**config.mk**
```make
export PLATFORM = sky130hd
export DESIGN_NAME = bram_read_arbiter_flat
export DESIGN_NICKNAME = d
export VERILOG_FILES = /design/src/rtl/bram_read_arbiter_if.sv /design/src/rtl/bram_read_arbiter.sv /design/src/flat_wrapper.sv
export SDC_FILE = /design/constraint.sdc
export NUM_CORES = 1
export LEC_CHECK = 0
export CAP_MARGIN = 20
export CORE_MARGIN = 1
export CORE_UTILIZATION = 35
export DETAILED_ROUTE_END_ITERATION = 12
export PLACE_DENSITY_LB_ADDON = 0.05
export SETUP_SLACK_MARGIN = 0.2
export SYNTH_ARGS = -nofsm -noshare
export SYNTH_HDL_FRONTEND = slang
export SYNTH_SLANG_ARGS = --single-unit
```
**constraint.sdc**
```tcl
create_clock -name CLK -period 4.99 [get_ports CLK]
set_clock_uncertainty 0.05 [all_clocks]
set_input_delay 1.497 -clock CLK [delete_from_list [all_inputs] [get_ports CLK]]
set_output_delay 1.497 -clock CLK [all_outputs]
set_load 0.02 [all_outputs]
```
**src/rtl/bram_read_arbiter_if.sv**
```systemverilog
// Read channel bundle shared by the two clients and the BRAM port.
// Requests flow master->slave; responses flow slave->master.
interface bram_read_arbiter_if #(
    parameter int addr_width = 1,
    parameter int data_width = 1
);
    logic [addr_width-1:0] RD_ADDR;
    logic                  RD_EN;
    logic                  RD_RDY;
    logic [data_width-1:0] DOUT;
    logic                  DOUT_RDY;
    logic                  DOUT_EN;

    modport master (
        output RD_ADDR,
        output RD_EN,
        input  RD_RDY,
        input  DOUT,
        input  DOUT_RDY,
        output DOUT_EN
    );

    modport slave (
        input  RD_ADDR,
        input  RD_EN,
        output RD_RDY,
        output DOUT,
        output DOUT_RDY,
        input  DOUT_EN
    );
endinterface

```
**src/rtl/bram_read_arbiter.sv**
```systemverilog
// Two-client round-robin read arbiter in front of a single-port BRAM.
// A tag FIFO of client IDs steers in-order BRAM responses back.
module bram_read_arbiter #(
    parameter int addr_width    = 1,
    parameter int data_width    = 1,
    parameter int tag_depth     = 2,
    parameter int tag_ptr_width = 1
) (
    input logic                CLK,
    input logic                RST_N,
    bram_read_arbiter_if.slave  C0,
    bram_read_arbiter_if.slave  C1,
    bram_read_arbiter_if.master B
);

    localparam int cnt_width = tag_ptr_width + 1;

    localparam logic [tag_ptr_width-1:0] ptr_last =
        tag_ptr_width'(tag_depth - 1);

    localparam logic [cnt_width-1:0] cnt_full =
        cnt_width'(tag_depth);

    // Per-client request buffers
    logic [1:0]            buf_vld;
    logic [addr_width-1:0] buf_addr [2];

    // Round-robin history: client granted most recently
    logic                  last_grant;

    // Tag FIFO of client IDs in issue order
    logic [tag_depth-1:0]     tag_q;
    logic [tag_ptr_width-1:0] rd_ptr;
    logic [tag_ptr_width-1:0] wr_ptr;
    logic [cnt_width-1:0]     count;

    logic [1:0]            req_en;
    logic [addr_width-1:0] req_addr [2];

    logic grant_vld;
    logic grant_id;
    logic can_issue;
    logic issue;
    logic pop;
    logic head;
    logic has_tag;

    logic [tag_ptr_width-1:0] rd_ptr_nxt;
    logic [tag_ptr_width-1:0] wr_ptr_nxt;

    assign req_en      = {C1.RD_EN, C0.RD_EN};
    assign req_addr[0] = C0.RD_ADDR;
    assign req_addr[1] = C1.RD_ADDR;

    // Pick the requester; on contention prefer the one not served last
    always_comb begin
        grant_vld = |buf_vld;
        grant_id  = 1'b0;
        unique case (buf_vld)
            2'b01:   grant_id = 1'b0;
            2'b10:   grant_id = 1'b1;
            2'b11:   grant_id = ~last_grant;
            default: grant_id = 1'b0;
        endcase
    end

    // Issue only from registered occupancy so a same-cycle pop never helps
    always_comb begin
        can_issue = B.RD_RDY && (count < cnt_full);
        issue     = can_issue && grant_vld;
    end

    // Wrapping pointer increments for the tag FIFO
    always_comb begin
        rd_ptr_nxt = rd_ptr + tag_ptr_width'(1);
        wr_ptr_nxt = wr_ptr + tag_ptr_width'(1);
        if (rd_ptr == ptr_last) begin
            rd_ptr_nxt = '0;
        end
        if (wr_ptr == ptr_last) begin
            wr_ptr_nxt = '0;
        end
    end

    assign B.RD_EN   = issue;
    assign B.RD_ADDR = buf_addr[grant_id];

    // Bypass refill: a buffer being drained this cycle may accept again
    assign C0.RD_RDY = !buf_vld[0] || (issue && !grant_id);
    assign C1.RD_RDY = !buf_vld[1] || (issue &&  grant_id);

    // Response steering is purely combinational off the tag head
    assign head    = tag_q[rd_ptr];
    assign has_tag = (count != '0);

    assign C0.DOUT_RDY = B.DOUT_RDY && has_tag && !head;
    assign C1.DOUT_RDY = B.DOUT_RDY && has_tag &&  head;
    assign C0.DOUT     = B.DOUT;
    assign C1.DOUT     = B.DOUT;

    assign pop       = C0.DOUT_EN | C1.DOUT_EN;
    assign B.DOUT_EN = pop;

    // Load buffers on request; drop the granted one unless refilled
    always_ff @(posedge CLK) begin
        if (!RST_N) begin
            buf_vld     <= '0;
            buf_addr[0] <= '0;
            buf_addr[1] <= '0;
        end else begin
            for (int i = 0; i < 2; i++) begin
                if (req_en[i]) begin
                    buf_vld[i]  <= 1'b1;
                    buf_addr[i] <= req_addr[i];
                end else if (issue && (grant_id == i[0])) begin
                    buf_vld[i]  <= 1'b0;
                end
            end
        end
    end

    // Remember who was served; client 0 wins the first contention
    always_ff @(posedge CLK) begin
        if (!RST_N) begin
            last_grant <= 1'b1;
        end else if (issue) begin
            last_grant <= grant_id;
        end
    end

    // Tag FIFO: push granted ID on issue, pop on response dequeue
    always_ff @(posedge CLK) begin
        if (!RST_N) begin
            tag_q  <= '0;
            rd_ptr <= '0;
            wr_ptr <= '0;
            count  <= '0;
        end else begin
            if (issue) begin
                tag_q[wr_ptr] <= grant_id;
                wr_ptr        <= wr_ptr_nxt;
            end
            if (pop) begin
                rd_ptr <= rd_ptr_nxt;
            end
            unique case ({issue, pop})
                2'b10:   count <= count + cnt_width'(1);
                2'b01:   count <= count - cnt_width'(1);
                default: count <= count;
            endcase
        end
    end

endmodule
```
**src/flat_wrapper.sv**
```systemverilog
// flat-port wrapper written by rule: the top's interface ports become plain ports
module bram_read_arbiter_flat 
#(
    parameter int addr_width    = 1,
    parameter int data_width    = 1,
    parameter int tag_depth     = 2,
    parameter int tag_ptr_width = 1
)
  (CLK, RST_N, C0_RD_ADDR, C0_RD_EN, C0_RD_RDY, C0_DOUT, C0_DOUT_RDY, C0_DOUT_EN, C1_RD_ADDR, C1_RD_EN, C1_RD_RDY, C1_DOUT, C1_DOUT_RDY, C1_DOUT_EN, B_RD_ADDR, B_RD_EN, B_RD_RDY, B_DOUT, B_DOUT_RDY, B_DOUT_EN);
  bram_read_arbiter_if #(.addr_width(addr_width), .data_width(data_width)) C0_i ();
  bram_read_arbiter_if #(.addr_width(addr_width), .data_width(data_width)) C1_i ();
  bram_read_arbiter_if #(.addr_width(addr_width), .data_width(data_width)) B_i ();
  input logic CLK;
  input logic RST_N;
  input wire logic [$bits(C0_i.RD_ADDR)-1:0] C0_RD_ADDR;
  input wire logic [$bits(C0_i.RD_EN)-1:0] C0_RD_EN;
  output wire logic [$bits(C0_i.RD_RDY)-1:0] C0_RD_RDY;
  output wire logic [$bits(C0_i.DOUT)-1:0] C0_DOUT;
  output wire logic [$bits(C0_i.DOUT_RDY)-1:0] C0_DOUT_RDY;
  input wire logic [$bits(C0_i.DOUT_EN)-1:0] C0_DOUT_EN;
  input wire logic [$bits(C1_i.RD_ADDR)-1:0] C1_RD_ADDR;
  input wire logic [$bits(C1_i.RD_EN)-1:0] C1_RD_EN;
  output wire logic [$bits(C1_i.RD_RDY)-1:0] C1_RD_RDY;
  output wire logic [$bits(C1_i.DOUT)-1:0] C1_DOUT;
  output wire logic [$bits(C1_i.DOUT_RDY)-1:0] C1_DOUT_RDY;
  input wire logic [$bits(C1_i.DOUT_EN)-1:0] C1_DOUT_EN;
  output wire logic [$bits(B_i.RD_ADDR)-1:0] B_RD_ADDR;
  output wire logic [$bits(B_i.RD_EN)-1:0] B_RD_EN;
  input wire logic [$bits(B_i.RD_RDY)-1:0] B_RD_RDY;
  input wire logic [$bits(B_i.DOUT)-1:0] B_DOUT;
  input wire logic [$bits(B_i.DOUT_RDY)-1:0] B_DOUT_RDY;
  output wire logic [$bits(B_i.DOUT_EN)-1:0] B_DOUT_EN;
  assign C0_i.RD_ADDR = C0_RD_ADDR;
  assign C0_i.RD_EN = C0_RD_EN;
  assign C0_RD_RDY = C0_i.RD_RDY;
  assign C0_DOUT = C0_i.DOUT;
  assign C0_DOUT_RDY = C0_i.DOUT_RDY;
  assign C0_i.DOUT_EN = C0_DOUT_EN;
  assign C1_i.RD_ADDR = C1_RD_ADDR;
  assign C1_i.RD_EN = C1_RD_EN;
  assign C1_RD_RDY = C1_i.RD_RDY;
  assign C1_DOUT = C1_i.DOUT;
  assign C1_DOUT_RDY = C1_i.DOUT_RDY;
  assign C1_i.DOUT_EN = C1_DOUT_EN;
  assign B_RD_ADDR = B_i.RD_ADDR;
  assign B_RD_EN = B_i.RD_EN;
  assign B_i.RD_RDY = B_RD_RDY;
  assign B_i.DOUT = B_DOUT;
  assign B_i.DOUT_RDY = B_DOUT_RDY;
  assign B_DOUT_EN = B_i.DOUT_EN;
  bram_read_arbiter #(.addr_width(addr_width), .data_width(data_width), .tag_depth(tag_depth), .tag_ptr_width(tag_ptr_width)) u_core (.CLK(CLK), .RST_N(RST_N), .C0(C0_i), .C1(C1_i), .B(B_i));
endmodule
```
==> summary.md <==
| Metric | Value |
|---|---|
| # setup viols final | `0` |
| Area leader, netlist | `dfxtp_1` |
| Routed vias | `about 460` |
| Worst setup SP type | `primary input` |
| Worst EP required | `approximately 3.4 ns` |
| Core area | `~1500 sq um` |
| Max FO, Critical Path | `4` |
| Cts repair resizes | `0` |
| Crit Reg-Reg Startpoint | `u_core.count[1]` |
| Synth cell count leaders | `dfxtp_1 (9), inv_1 (6), o21ai_0 (6)` |
| Post-DR wirelength/cell | `11.2 microns` |
| IO Count | `20` |
| DR pass1 iterations | `4` |
| Top-count cell post-synth | `dfxtp_1` |
| Largest net degree at the start of global routing | `14` |
| Placed cell areas | `734 sq um` |
| Mapped Cells | `63` |
| Clock network fraction of design power | `between 20% and 30%` |
| Worst-Margin Slew | `0.418 ns` |
| Power Density | `between 300 and 400 nW/um^2` |
| WP data arrival | `just over 3 ns` |
| CTS Hold Bufs | `0` |
| Routed length on met1 | `about 550 microns` |
| Ranking of synthesized cells by area | `dfxtp_1 (31%), edfxtp_1 (10%), mux2i_1 (5.2%)` |
| Predominant post-synthesis flop cell | `dfxtp_1` |
| Register area | `240 sq um` |
| Area grow syn2layout | `32.8%` |
| Setup Buffers After CTS | `0` |
| Final GP Congestion | `about 0.7` |
| First-pass GRT wire length | `1940 microns` |
| Reg2reg end | `u_core.count[1]` |
| CTS H-tree depth | `1` |
| Total gr overflow | `0` |
| Drt initial violations | `8` |
| Max-Cap Viols | `0` |
| CTS tree | `done` |
| Synth Cell Area | `573 sq um` |
| Yosys warns | `0` |
| Routed Antenna Nets | `0` |
| Layout cells sized above 1 | `around a tenth` |
| Critical path class | `in2out` |
| Flop pwr share | `between 40 and 50%` |
| Clock Latency Late Sink | `0.27 ns` |
| Ys async rst share | `0%` |
| Die Wd | `42.5 microns` |
| R2R depth | `5` |
| Synthesis-stage register bit count | `11` |
| Final Slew Violations | `0` |
| Switch Pwr | `0.0682 mW` |
| Post-synth top area share | `31.4%` |
| WHS Path Cells | `2` |
| CTS sink count | `11` |
| Die ar. | `1800 sq um` |
| R2R setup slack | `around 3.3 ns` |
| Starting Density | `between 30% and 40%` |
| Hold Path Class | `reg2reg` |
| Post-synth EDFFs | `2` |
| Final WL | `1070 microns` |
| Routed wl met3 | `55 microns` |
| Overall Global Routing Usage | `14.9%` |
| CTS Root Cell | `clkbuf_4` |
| Placed wire-length estimate | `~850 microns` |
| Area of the multi-input gates | `about 300 sq um` |
| DR WL met2 | `451 microns` |
| Setup TNS | `0 ns` |
| Hold_sp | `u_core.tag_q[1]` |
| Syn Area/Cell | `9.10 sq um` |
| RSZ-0062 raised after global routing | `no` |
| Critical Path End Type | `primary output` |
| Die Ht | `42.5 microns` |
| Max VDD drop | `0.171 mV` |
| Worst-path clk slew | `0.07 ns` |
| Diode count | `0` |
| Fillers | `152` |
| Final Hold Fails | `0` |
| Top layer in use | `met4` |
| P_int | `approximately 0.17 mW` |
| Final #Nets | `93` |
| Initial antenna violation count | `0` |
| FMAX | `0.219 GHz` |
| Distinct cells, synth | `28` |
| Number of global-route vias before repair | `approximately 440` |
| Remaining DRCs | `0` |
| Status | `finished clean` |
| Final std cell area, no fill | `761 sq um` |
| Switching share of power | `28.5%` |
| PortBufs | `16` |
| Min Tclk post-route | `about 4.6 ns` |
| Hold worst-path end | `u_core.tag_q[1]` |
| Total CTS buffers | `3` |
| Max-slew headroom | `72.1%` |
| Vias/cell | `between 4 and 5` |
| CTS Buffer Depth | `2` |
| Row Count | `14` |
| Syn Nets | `75` |
| Period utilization | `between 90% and 100%` |
| Combinational fraction of design power | `just under 30%` |
| Leakage power | `0.314 nW` |
| Seq/Total Area, Yosys | `between 40% and 50%` |
cell usage in the layout (no fill, tap or decap), types with 2 or more instances in the layout:
cell type,netlist,final
nor2_1,4,4
inv_1,6,6
o21ai_0,6,6
clkbuf_4,0,3
o21a_1,2,2
dfxtp_1,9,9
xnor2_1,2,2
clkdlybuf4s50_1,0,16
or3_1,2,2
a21boi_0,2,2
nand2b_1,3,3
nand2_1,5,5
edfxtp_1,2,2
mux2i_1,3,3
routing by layer:
metal	GRT usage, %	vias up
met5	0	-
met3	7.76	2
li1	-	248
met1	18.6	203
met4	6.25	0
met2	21.2	9
sequential cells by signal, summed over array words and instances, names as in the netlist:
name and cells:
u_core.count 2, u_core.buf_addr 2, u_core.wr_ptr 1, u_core.tag_q 2, u_core.buf_vld 2, u_core.rd_ptr 1
u_core.last_grant 1
through the flow:
step / hold WS, ns / setup WS, ns / cells / total power [mW] / utilization, %
floorplan: 0.388 / 1.42 / 63 / 0.157 / -
global placement: 0.403 / 0.436 / 92 / 0.181 / 48.2
detailed placement: 0.410 / 0.409 / 92 / 0.181 / 48.2
CTS: 0.420 / 0.394 / 96 / 0.243 / 49.9
global route: 0.439 / 0.323 / 96 / 0.258 / 49.9
finish: 0.414 / 0.417 / 96 / 0.239 / 49.9
critical path, stage by stage:
cell	delay, ns
clkdlybuf4s50_1	0.46
and2b_2	0.24
a21boi_0	0.22
inv_1	0.07
clkdlybuf4s50_1	0.53
area by class of cell:
class | instances | share of cell area (%)
Clock buffer | 4 | 3.45
Multi-Input combinational cell | 43 | 38.3
Timing Repair Buffer | 16 | 21.1
Tap cell | 16 | 2.63
Sequential cell | 11 | 31.6
Inverter | 6 | 2.96
power by group through the flow:
stage	sequential, mW	clock [mW]	combinational (mW)
5_1_grt	0.111	0.0688	0.0776
3_3_place_gp	0.112	0	0.0692
4_1_cts	0.109	0.0631	0.0707
3_5_place_dp	0.112	0	0.0699
2_1_floorplan	0.109	0	0.0475
6_report	0.109	0.0603	0.0697
worst max-delay path by stage:
stage	start	endpoint	slack [ns]
6_report	B_RD_RDY	C1_RD_RDY	0.42
5_1_grt	B_RD_RDY	C1_RD_RDY	0.32
4_1_cts	B_RD_RDY	C1_RD_RDY	0.39
3_5_place_dp	B_RD_RDY	C1_RD_RDY	0.41
3_3_place_gp	B_RD_RDY	C1_RD_RDY	0.44
2_1_floorplan	B_RD_RDY	C1_RD_RDY	1.42
logic make-up after synthesis:
kind of cell | after synthesis | share of synthesized area (%)
adder cells (fa/ha/maj) | 1 | 2.18
XOR/XNOR | 2 | 3.06
AND/OR/NAND/NOR | 22 | 22.7
flip-flops | 11 | 41.9
multiplexers | 4 | 7.21
AO/OA/AOI/OAI | 14 | 15.7
buffers and inverters | 9 | 7.20
No activity file was read; power rests on OpenSTA's default activity.
==> variant: new RTL, config.mk and constraints unchanged <==
Make the reset (`RST_N`) asynchronous in 3 clocked blocks.
--- a/src/rtl/bram_read_arbiter.sv
+++ b/src/rtl/bram_read_arbiter.sv
@@ -102,7 +102,7 @@
     assign B.DOUT_EN = pop;
 
     // Load buffers on request; drop the granted one unless refilled
-    always_ff @(posedge CLK) begin
+    always_ff @(posedge CLK or negedge RST_N) begin
         if (!RST_N) begin
             buf_vld     <= '0;
             buf_addr[0] <= '0;
@@ -120,7 +120,7 @@
     end
 
     // Remember who was served; client 0 wins the first contention
-    always_ff @(posedge CLK) begin
+    always_ff @(posedge CLK or negedge RST_N) begin
         if (!RST_N) begin
             last_grant <= 1'b1;
         end else if (issue) begin
@@ -129,7 +129,7 @@
     end
 
     // Tag FIFO: push granted ID on issue, pop on response dequeue
-    always_ff @(posedge CLK) begin
+    always_ff @(posedge CLK or negedge RST_N) begin
         if (!RST_N) begin
             tag_q  <= '0;
             rd_ptr <= '0;
Function: differs if RST_N is asserted again (counterexample within 4 cycles, from zero or initial values and one cycle with RST_N low); with RST_N held inactive, the same outputs for 10 cycles.
==> variant against the unedited design <==
Sequential cell count stayed put. Critical path depth is 1 lower. Wire length is 12% lower. Critical endpoint is now C0_RD_RDY. Worst setup slack better by 0.0070 ns. Area after synthesis is 1.7% lower. Design area is 0.82% lower.
Power is not compared: it rests on default switching activity, and its combinational part moved more than twofold at a synthesized area within 25%.
==> variant: results (changes against the unedited design) <==
destination_of_the_worst_hold_path: "u_core.rd_ptr"  # was u_core.tag_q[1]
worstSetupStartpoint: "B_RD_RDY"  # unchanged
reg2reg_depth: 6  # was 5
hold-path-cell-count: 1  # was 2
layout_setup_ws_ns: 0.424  # was 0.417 ns
use_met2_pct: 19.7  # was 21.2%
placedInstanceArea_sq_um: 728  # was 734 sq um
synth_cell_type_count: 24  # was 28
grt_use_total_pct: 12.6  # was 14.9%
top_signal_layer_used: "met3"  # was met4
worst_hold_slack_ns: 0.440  # was 0.414 ns
worst-path-max-fanout: 5  # was 4
dp.final_hpwl_um: 774  # was 855 um
n_fill_cell: 144  # was 152
design.final.nets: 77  # was 93
wl_met1_um: 455  # was 550 um
routed-wl-met3_um: 59  # was 55 um
critical_path.reg2reg.startpoint: "u_core.count[1]"  # unchanged
yosys-top-cells-area: "sky130_fd_sc_hd__dfrtp_1 (44%), sky130_fd_sc_hd__mux2_4 (5.3%), sky130_fd_sc_hd__dfstp_2 (4.7%)"  # was sky130_fd_sc_hd__dfxtp_1 (31%), sky130_fd_sc_hd__edfxtp_1 (10%), sky130_fd_sc_hd__mux2i_1 (5.2%)
globalRouteMet3Util_pct: 6.47  # was 7.76%
tritoncts.num_buffers: 3  # unchanged
first_iter_violations: 3  # was 8
grt_max_degree: 12  # was 14
placed_cells_incl_taps: 76  # was 92
wl_met2_um: 430  # was 451 um
drt-pass1-iter-count: 2  # was 4
run_status: "finished clean"  # unchanged
finalWirelength_um: 945  # was 1.07 mm
post_place_worst_slack_ns: 0.411  # was 0.409 ns
drive_above_1_share_pct: 23.4  # was 10.0%
groute.layer.met1.usage_pct: 16.1  # was 18.6%
synth.net_count: 58  # was 75
worstHoldStart: "u_core.rd_ptr"  # was u_core.tag_q[1]
crit_arrival_ns: 3.02  # was 3.03 ns
async_reset_ff_share_pct: 100  # was 0%
reg2reg_slack_ns: 3.39  # was 3.31 ns
drt-wirelength-per-cell_um: 11.8  # was 11.2 um
worst_slew_margin_rel_pct: 68.4  # was 72.1%
critical_path.endpoint: "C0_RD_RDY"  # was C1_RD_RDY
==> variant: kinds of logic (layout without fill, tap and decap cells) <==
logic type,Yosys count,count (layout),synth area share (%)
flip-flops,11,11,49.1
XOR/XNOR,5,5,7.78
buffers and inverters,3,21,3.33
adder cells (fa/ha/maj),1,1,2.22
multiplexers,6,6,13.1
AND/OR/NAND/NOR,14,14,18.2
AO/OA/AOI/OAI,6,6,6.22
==> variant: final cells by class <==
class,instances,area share (%)
clock buffers,4,3.48
repair buffers,16,21.2
flip-flops and latches,11,36.7
well taps,16,2.65
inverters,1,0.498
multi-input cells,32,35.5
==> variant: critical path, stage by stage <==
cell and delay [ns]:
sky130_fd_sc_hd__clkdlybuf4s50_1 0.52, sky130_fd_sc_hd__nand2b_4 0.09, sky130_fd_sc_hd__o21ai_0 0.25, sky130_fd_sc_hd__clkdlybuf4s50_1 0.66
==> variant: report_power, final <==
group	switching, mW	internal (mW)	total [mW]
sequential	0.0335	0.128	0.162
clock	0.0280	0.0309	0.0589
combinational	0.0878	0.110	0.197
